--- src/rtl/idct_pkg.sv ---
// idct_pkg: shared FSM state type, block constants and Q1.14 cosine table for the 8-point IDCT
package idct_pkg;
    typedef enum logic [1:0] {LOAD, MAC, OUT} state_t;
    localparam int BLOCK_N = 8;
    localparam int COS_FRAC = 14;
    localparam int ROUND_CONST = 8192;
    localparam logic signed [15:0] COS_LUT [64] = '{
        16'sd5793,  16'sd8035,  16'sd7568,  16'sd6811,  16'sd5793,  16'sd4551,  16'sd3135,  16'sd1598,
        16'sd5793,  16'sd6811,  16'sd3135, -16'sd1598, -16'sd5793, -16'sd8035, -16'sd7568, -16'sd4551,
        16'sd5793,  16'sd4551, -16'sd3135, -16'sd8035, -16'sd5793,  16'sd1598,  16'sd7568,  16'sd6811,
        16'sd5793,  16'sd1598, -16'sd7568, -16'sd4551,  16'sd5793,  16'sd6811, -16'sd3135, -16'sd8035,
        16'sd5793, -16'sd1598, -16'sd7568,  16'sd4551,  16'sd5793, -16'sd6811, -16'sd3135,  16'sd8035,
        16'sd5793, -16'sd4551, -16'sd3135,  16'sd8035, -16'sd5793, -16'sd1598,  16'sd7568, -16'sd6811,
        16'sd5793, -16'sd6811,  16'sd3135,  16'sd1598, -16'sd5793,  16'sd8035, -16'sd7568,  16'sd4551,
        16'sd5793, -16'sd8035,  16'sd7568, -16'sd6811,  16'sd5793, -16'sd4551,  16'sd3135, -16'sd1598
    };
endpackage

--- src/rtl/idct_cos_lut.sv ---
// idct_cos_lut: combinational cosine table addressed by {n, k}
module idct_cos_lut
    import idct_pkg::*;
(
    input  logic [5:0]         addr_i,
    output logic signed [15:0] cos_o
);
    assign cos_o = COS_LUT[addr_i];
endmodule

--- src/rtl/idct_8pt_seq.sv ---
// idct_8pt_seq: sequential 8-point IDCT, load 8 coefficients, 64 MAC cycles, stream 8 samples
module idct_8pt_seq
    import idct_pkg::*;
#(
    parameter int bit_width = 16
) (
    input  logic                 gated_clk,
    input  logic                 rst,
    input  logic [bit_width-1:0] in_data,
    input  logic                 in_valid,
    output logic                 in_ready,
    output logic [bit_width-1:0] out_data,
    output logic                 out_valid,
    input  logic                 out_ready,
    output logic                 out_last,
    output logic                 out_sat,
    output logic                 busy
);
    localparam int ACC_W = bit_width + 19;
    localparam int PROD_W = bit_width + 16;
    localparam int CNT_W = $clog2(BLOCK_N);
    localparam logic [CNT_W-1:0] LAST = CNT_W'(BLOCK_N - 1);
    localparam logic signed [ACC_W-1:0] MAX_V = {{(ACC_W-bit_width+1){1'b0}}, {(bit_width-1){1'b1}}};
    localparam logic signed [ACC_W-1:0] MIN_V = ~MAX_V;

    state_t state_q, state_d;
    logic [CNT_W-1:0] k_q, k_d, n_q, n_d;
    logic signed [ACC_W-1:0] acc_q, acc_d, sum, rnd;
    logic signed [PROD_W-1:0] prod;
    logic signed [15:0] cos_w;
    logic [bit_width-1:0] coef_q [BLOCK_N];
    logic [bit_width-1:0] res_q [BLOCK_N];
    logic [BLOCK_N-1:0] sat_q;
    logic in_fire, out_fire, row_end, mac_last, res_hi, res_lo;

    idct_cos_lut u_lut (.addr_i({n_q, k_q}), .cos_o(cos_w));

    assign in_fire = state_q == LOAD && in_valid;
    assign out_fire = state_q == OUT && out_ready;
    assign row_end = state_q == MAC && k_q == LAST;
    assign mac_last = row_end && n_q == LAST;
    assign prod = $signed(coef_q[k_q]) * cos_w;
    assign sum = acc_q + ACC_W'(prod);
    assign rnd = (sum + ACC_W'(ROUND_CONST)) >>> COS_FRAC;
    assign res_hi = rnd > MAX_V;
    assign res_lo = rnd < MIN_V;

    // State register
    always_ff @(posedge gated_clk) begin
        if (rst) state_q <= LOAD;
        else state_q <= state_d;
    end

    // Next state: last coefficient starts MAC, last product starts OUT, last handshake reloads
    always_comb begin
        state_d = (in_fire && k_q == LAST) ? MAC :
                  mac_last ? OUT :
                  (out_fire && n_q == LAST) ? LOAD : state_q;
    end

    // Outputs decoded from state; slot n_q is presented while in OUT
    always_comb begin
        in_ready = state_q == LOAD;
        out_valid = state_q == OUT;
        busy = state_q != LOAD;
        out_data = state_q == OUT ? res_q[n_q] : '0;
        out_last = state_q == OUT && n_q == LAST;
        out_sat = state_q == OUT && sat_q[n_q];
    end

    // Counter and accumulator next values; 3-bit counters wrap back to 0 after slot 7
    always_comb begin
        k_d = (in_fire || state_q == MAC) ? k_q + 1'b1 : k_q;
        n_d = (row_end || out_fire) ? n_q + 1'b1 : n_q;
        acc_d = (state_q == MAC && !row_end) ? sum : '0;
    end

    // Counter and accumulator registers
    always_ff @(posedge gated_clk) begin
        if (rst) begin
            k_q <= '0;
            n_q <= '0;
            acc_q <= '0;
        end else begin
            k_q <= k_d;
            n_q <= n_d;
            acc_q <= acc_d;
        end
    end

    // Coefficient and result buffers keep their contents across reset
    always_ff @(posedge gated_clk) begin
        if (in_fire) coef_q[k_q] <= in_data;
        if (row_end) begin
            res_q[n_q] <= res_hi ? MAX_V[bit_width-1:0] : res_lo ? MIN_V[bit_width-1:0] : rnd[bit_width-1:0];
            sat_q[n_q] <= res_hi || res_lo;
        end
    end
endmodule

--- config.mk ---
export PLATFORM = sky130hd
export DESIGN_NAME = idct_8pt_seq
export DESIGN_NICKNAME = d
export VERILOG_FILES = /design/src/rtl/idct_pkg.sv /design/src/rtl/idct_cos_lut.sv /design/src/rtl/idct_8pt_seq.sv
export SDC_FILE = /design/constraint.sdc
export NUM_CORES = 1
export LEC_CHECK = 0
export CORE_ASPECT_RATIO = 1.1
export CORE_MARGIN = 4
export CORE_UTILIZATION = 48
export DETAILED_ROUTE_END_ITERATION = 12
export HOLD_SLACK_MARGIN = 0.12
export PLACE_DENSITY = 0.67
export SYNTH_ARGS = -nofsm -noshare
export SYNTH_HDL_FRONTEND = slang
export SYNTH_SLANG_ARGS = --single-unit
--- constraint.sdc ---
create_clock -name gated_clk -period 10.81 [get_ports gated_clk]
set_input_delay 2.162 -clock gated_clk [delete_from_list [all_inputs] [get_ports gated_clk]]
set_output_delay 2.162 -clock gated_clk [all_outputs]
set_load 0.005 [all_outputs]
==> results of run 1 <==
## worst paths after layout
| check | from | to | slack, ns | cells past startpoint |
|---|---|---|---|---|
| setup / recovery | k_q[0]$_SDFFE_PP0N_ | res_q[4][2]$_DFFE_PP_ | 0.71 | 32 |
| hold / removal | acc_q[0]$_SDFF_PP0_ | acc_q[0]$_SDFF_PP0_ | 0.57 | 2 |
| setup reg to reg | k_q[0]$_SDFFE_PP0N_ | res_q[4][2]$_DFFE_PP_ | 0.71 | 32 |
| hold reg to reg | acc_q[0]$_SDFF_PP0_ | acc_q[0]$_SDFF_PP0_ | 0.57 | 2 |
## logic make-up (layout without fill, tap and decap cells)
family / Yosys count / after routing / share of synthesized area (%)
AOI/OAI and AO/OA: 274 / 274 / 7.41
DFF: 313 / 313 / 34.4
xor gates and xnor gates: 49 / 49 / 1.65
buffers and inverters: 541 / 607 / 8.05
muxes: 130 / 130 / 8.41
and+or+nand+nor: 607 / 607 / 10.7
adders and majority gates: 429 / 429 / 29.4
## area by class of cell
cell class / instances / area, µm²
clock buffer: 41 / 877
clock inverter: 20 / 244
fill: 4605 / 25100
inverter: 439 / 1650
multi-input combinational: 1489 / 15000
sequential: 313 / 8910
tap: 728 / 911
timing repair buffer: 107 / 903
## flip-flops by register name, summed over array words and instances (netlist names), named ones only
name	count
state_q	2
k_q	3
coef_q	128
res_q	128
sat_q	8
acc_q	35
n_q	3
## worst register-to-register path: cells and delay by family, from the launching register on
kind | cells | cell delay (ns)
xor+xnor | 1 | 0.14
compound gates | 8 | 2.23
fa+ha+maj | 8 | 4.01
flops | 1 | 0.53
mux | 1 | 0.47
simple gates | 6 | 1.47
buf+inv | 8 | 0.94
## routing by layer
layer  GRT usage [%]  vias up  part of all wire, %
met1            30.3     8933                   43
met5               0        -                    0
met3            2.81      119                  4.9
li1                -     7872                    -
met2            38.6      530                   49
met4            6.99        0                  3.1
## through the flow
stage	std cells	hold WS, ns	worst slack (ns)	cell area (µm²)	utilization (%)
CTS	3137	0.567	0.323	28500	53.1
floorplan	2343	0.516	1.66	25900	-
global placement	3076	0.538	0.660	27300	51.1
global route	3137	0.607	0.0635	28500	53.2
finish	3137	0.566	0.706	28500	53.2
detailed placement	3076	0.549	0.350	27300	51.1
## cell usage in the layout (no fill, tap or decap), types with 40 or more instances in the layout
cell type        count
a21oi_1             66
mux2i_1             47
fa_1               301
mux4_2              69
dfxtp_1             45
buf_4               67
ha_1               126
nor2_1             244
nand2_1            165
edfxtp_1           264
o21ai_0             44
inv_1              437
clkdlybuf4s50_1     40
==> run summary, run 1 <==
initial core utilization: 48.4%
initial antenna violation count: 0
HP Class: flop to flop
Die Ht: 252 µm
Inserted Diodes: 0
# IOs: 41
I/O Buffers: 40
CP Launch Type: flop
post-synth top area share: 30.6%
clock input transition at the sequential cells of the worst setup and hold paths: 0.06 ns
register area share after synthesis: 34.4%
status: finished, final reports clean
yosys warns: 0
worst slew pin tran: 1.20 ns
root buf cell: clkbuf_16
DRC viols: 0
area delta synth->final: 9.79%
Final ANT Viol Nets: 0
crit path max fanout: 15
NumNets Final: 2832
max-cap violation count: 0
Routed WL: 63400 µm
latest clock arrival within the worst-skew pair: 0.56 ns
Synth Flop Type: edfxtp_1
first-pass GRT wire length: 104000 µm
Mapped Area: 0.0259 mm²
net count after synthesis: 2791
syn_area_per_cell: 11.1 µm²
Post-synth EDFFs: 264
Final min period: 10.10 ns
post_cts resized: 0
Total GRT Usage: 22.5%
CTS sink cnt: 313
hpwl dp: 48000 µm
overall via count from detail_route: 17.5k
Crit path top cell by count: fa_1
vias in the first global route: 18.8k
#FFs+latches synth: 313
final hold violations: 0
layout cells sized above 1: 11.0%
cell taking the most area after synthesis: edfxtp_1
Critical Path Sink Type: flop
Post-CTS Hold Buffers: 0
Slowest-stage cell, CP: nor3_1
Initial DRC Count: 1306
Synth cell types: 95
cts bufs inserted: 34
largest net degree at the start of global routing: 74
Fmax: 99.0 MHz
top cells by area, synth: edfxtp_1, fa_1, inv_1
DR pass1 iterations: 5
Pins Over Slew Limit: 0
Buf/Inv on CP: 8
TritonCTS clock tree: done
Worst Path Required: 11.02 ns
core area: 0.0536 mm²
die width: 230 µm
Top delay family on crit path: adder cells
clock buffer depth: 3
commonest cells in the netlist: inv_1, fa_1, edfxtp_1
Tcrit/Tclk final: 93.5%
CP arrival: 10.31 ns
Post-synth ARST share: 0%
grt total ovfl: 0
Syn Inst Count: 2343
critical setup path kind: flop to flop
Critical Path Max Stage Delay: 0.57 ns
RSZ-0062 raised after global routing: no
vias per cell: 5.56
TNS Setup: 0 ns
most common cell in the netlist: inv_1
skew final: 0.0336 ns
htree depth: 2
row count: 89
Final Setup Violations: 0
post-CTS setup buffer count: 0
Placer Congestion: 0.887
die area: 0.0578 mm²
Slew HR: 18.0%
Wirelength per Cell: 20.2 µm
Power of run 1 is left out: the tool's default activity adds up to more than one toggle a clock period on the data nets, which glitch-free logic cannot reach.
==> run 2, diff against run 1 <==
Settings changed: ABC_CLOCK_PERIOD_IN_PS set to 10810, CORE_UTILIZATION 48 to 45, PLACE_DENSITY 0.67 to 0.64.
==> run 2 against run 1 <==
  * Final area about the same
  * Critical endpoint is now res_q[3][3]$_DFFE_PP_
  * Worst setup slack improved by 0.092 ns
  * Cell count increased by 0.80%
  * Register-to-register slack improved by 0.09 ns
  * Wire length decreased by 1.9%
  * Maximum frequency increased by 0.92%
  * Flip-flop and latch count unchanged
  * Die area increased by 6.4%
==> run summary, run 2 (same netlist as run 1, synthesis figures left out) <==
status: finished, final reports clean
DR pass1 iterations: 5 (unchanged)
Crit path top cell by count: fa_1
clock buffer depth: 3 (unchanged)
HP Class: flop to flop
Reg2Reg Depth: 31 (-3.1%)
vias in the first global route: 18.3k (-2.3%)
Final min period: 10.01 ns (-0.0918 ns)
hold_sp: acc_q[0]$_SDFF_PP0_
Multi-input gate area: 0.0150 mm² (about the same)
Slowest-stage cell, CP: fa_1
CP arrival: 10.30 ns (about the same)
critical setup path kind: flop to flop
Setup WS post-layout: 0.797 ns (+0.0918 ns)
first-pass GRT wire length: 102000 µm (-1.5%)
I/O Buffers: 40 (unchanged)
biggest regs: coef_q x128, res_q x128, acc_q x35
overall via count from detail_route: 17.2k (-1.5%)
core area: 0.0572 mm² (+6.8%)
# IOs: 41 (unchanged)
TNS Setup: 0 ns (unchanged)
layout cells sized above 1: 10.7% (-0.21 points)
filler instances: 5066 (+10%)
row count: 92 (+3.4%)
Critical Path Max Stage Delay: 0.82 ns (+0.25 ns)
Post-Place Worst Slack: 0.594 ns (+0.245 ns)
grt total ovfl: 0 (unchanged)
Worst Hold Depth: 2 (unchanged)
Critical Path Sink Type: flop
Die Ht: 260 µm (+3.2%)
Post-CTS Hold Buffers: 0 (unchanged)
Final Setup Violations: 0 (unchanged)
Worst Path Required: 11.10 ns (+0.08 ns)
htree depth: 2 (unchanged)
Inserted Diodes: 0 (unchanged)
most frequent cells in the layout: inv_1, fa_1, edfxtp_1
hpwl dp: 47000 µm (-2.0%)
RR Startpoint: k_q[0]$_SDFFE_PP0N_
TritonCTS clock tree: done
post-route design area: 0.0285 mm² (about the same)
NumNets Final: 2833 (+0.035%)
Total GRT Usage: 20.8% (-1.8 points)
initial antenna violation count: 0 (unchanged)
Final ANT Viol Nets: 0 (unchanged)
worst slew pin tran: 1.16 ns (-0.0373 ns)
RSZ-0062 raised after global routing: no
CP Launch Type: flop
die area: 0.0615 mm² (+6.4%)
skew final: 0.0326 ns (-0.000976 ns)
commonest non-fill, non-tap cell in the layout: inv_1
CTS sink cnt: 313 (unchanged)
largest net degree at the start of global routing: 74 (unchanged)
Fmax: 99.9 MHz (+0.92%)
Pins Over Slew Limit: 0 (unchanged)
Post-DP Area: 0.0274 mm² (+0.11%)
clock input transition at the sequential cells of the worst setup and hold paths: 0.07 ns (about the same)
final hold violations: 0 (unchanged)
Wirelength per Cell: 19.7 µm (-2.7%)
vias per cell: 5.44 (-2.2%)
R2R Path End: res_q[3][3]$_DFFE_PP_
latest clock arrival within the worst-skew pair: 0.56 ns (about the same)
final hold slack: 0.568 ns (+0.00192 ns)
area delta synth->final: 9.89% (about the same)
root buf cell: clkbuf_16
die width: 237 µm (+3.2%)
DRC viols: 0 (unchanged)
FF+latch area: 0.00891 mm² (about the same)
Routed WL: 62200 µm (-1.9%)
crit path max fanout: 15 (unchanged)
Worst Hold Path EP: acc_q[0]$_SDFF_PP0_
Slew HR: 22.6% (+4.6 points)
r2r setup slk: 0.80 ns (+0.09 ns)
max-cap violation count: 0 (unchanged)
initial core utilization: 45.3% (-3.1 points)
Initial DRC Count: 1020 (-22%)
post-CTS setup buffer count: 0 (unchanged)
Tcrit/Tclk final: 92.6% (-0.85 points)
Placer Congestion: 0.929 (+4.7%)
cts bufs inserted: 35 (+2.9%)
run 2: cell types whose count changed in the layout (fill, tap and decap cells not counted), sizes merged:
cell      before  now
clkinvlp       4    3
clkinv        14    9
inv          438  441
clkbuf        41   46
bufinv         3    2
run 2: repair_timing:
| action | CTS | global route |
|---|---|---|
| gates resized for setup | 0 | 1 |
| endpoints found under the hold margin | 0 | 0 |
| setup endpoints to repair | 0 | 56 |
run 2: how the worst max path moves through the flow:
| stage | from | endpoint | slack, ns | cells after the start |
|---|---|---|---|---|
| 3_5_place_dp | k_q[0]$_SDFFE_PP0N_ | res_q[4][3]$_DFFE_PP_ | 0.59 | 31 |
| 2_1_floorplan | flop | res_q[0][13]$_DFFE_PP_ | 1.66 | 31 |
| 6_report | k_q[0]$_SDFFE_PP0N_ | res_q[3][3]$_DFFE_PP_ | 0.80 | 31 |
| 3_3_place_gp | k_q[0]$_SDFFE_PP0N_ | res_q[0][2]$_DFFE_PP_ | 0.78 | 30 |
| 5_1_grt | k_q[0]$_SDFFE_PP0N_ | res_q[7][3]$_DFFE_PP_ | 0.07 | 31 |
| 4_1_cts | k_q[0]$_SDFFE_PP0N_ | res_q[3][2]$_DFFE_PP_ | 0.57 | 31 |
run 2: final cells by class:
class | instances | share of cell area, %
clock buffer | 46 | 3.25
clock inverter | 16 | 0.654
inverter | 439 | 5.78
multi-input combinational | 1489 | 52.6
sequential | 313 | 31.3
tap | 752 | 3.30
timing repair buffer | 107 | 3.17
run 2: metal layers:
layer	up-vias	track usage, %	wire (µm)
li1	7873	-	-
met1	8725	27.7	26200
met2	481	35.3	30600
met3	119	3.00	3270
met4	0	6.46	2020
met5	-	0	0
run 2: metrics by stage:
| stage | util [%] | instances |
|---|---|---|
| finish | 49.8 | 3162 |
| global placement | 47.9 | 3100 |
| global route | 49.8 | 3162 |
| floorplan | - | 2343 |
| detailed placement | 47.9 | 3100 |
| CTS | 49.8 | 3162 |
run 2: worst max-delay path: cells and delay by family (launching register included):
family / cells / cell delay, ns
fa+ha+maj: 8 / 4.07
compound gates: 10 / 2.77
simple gates: 7 / 1.75
buf+inv: 5 / 0.69
flops: 1 / 0.31
mux: 1 / 0.17
Power of run 2 is left out for the same reason.
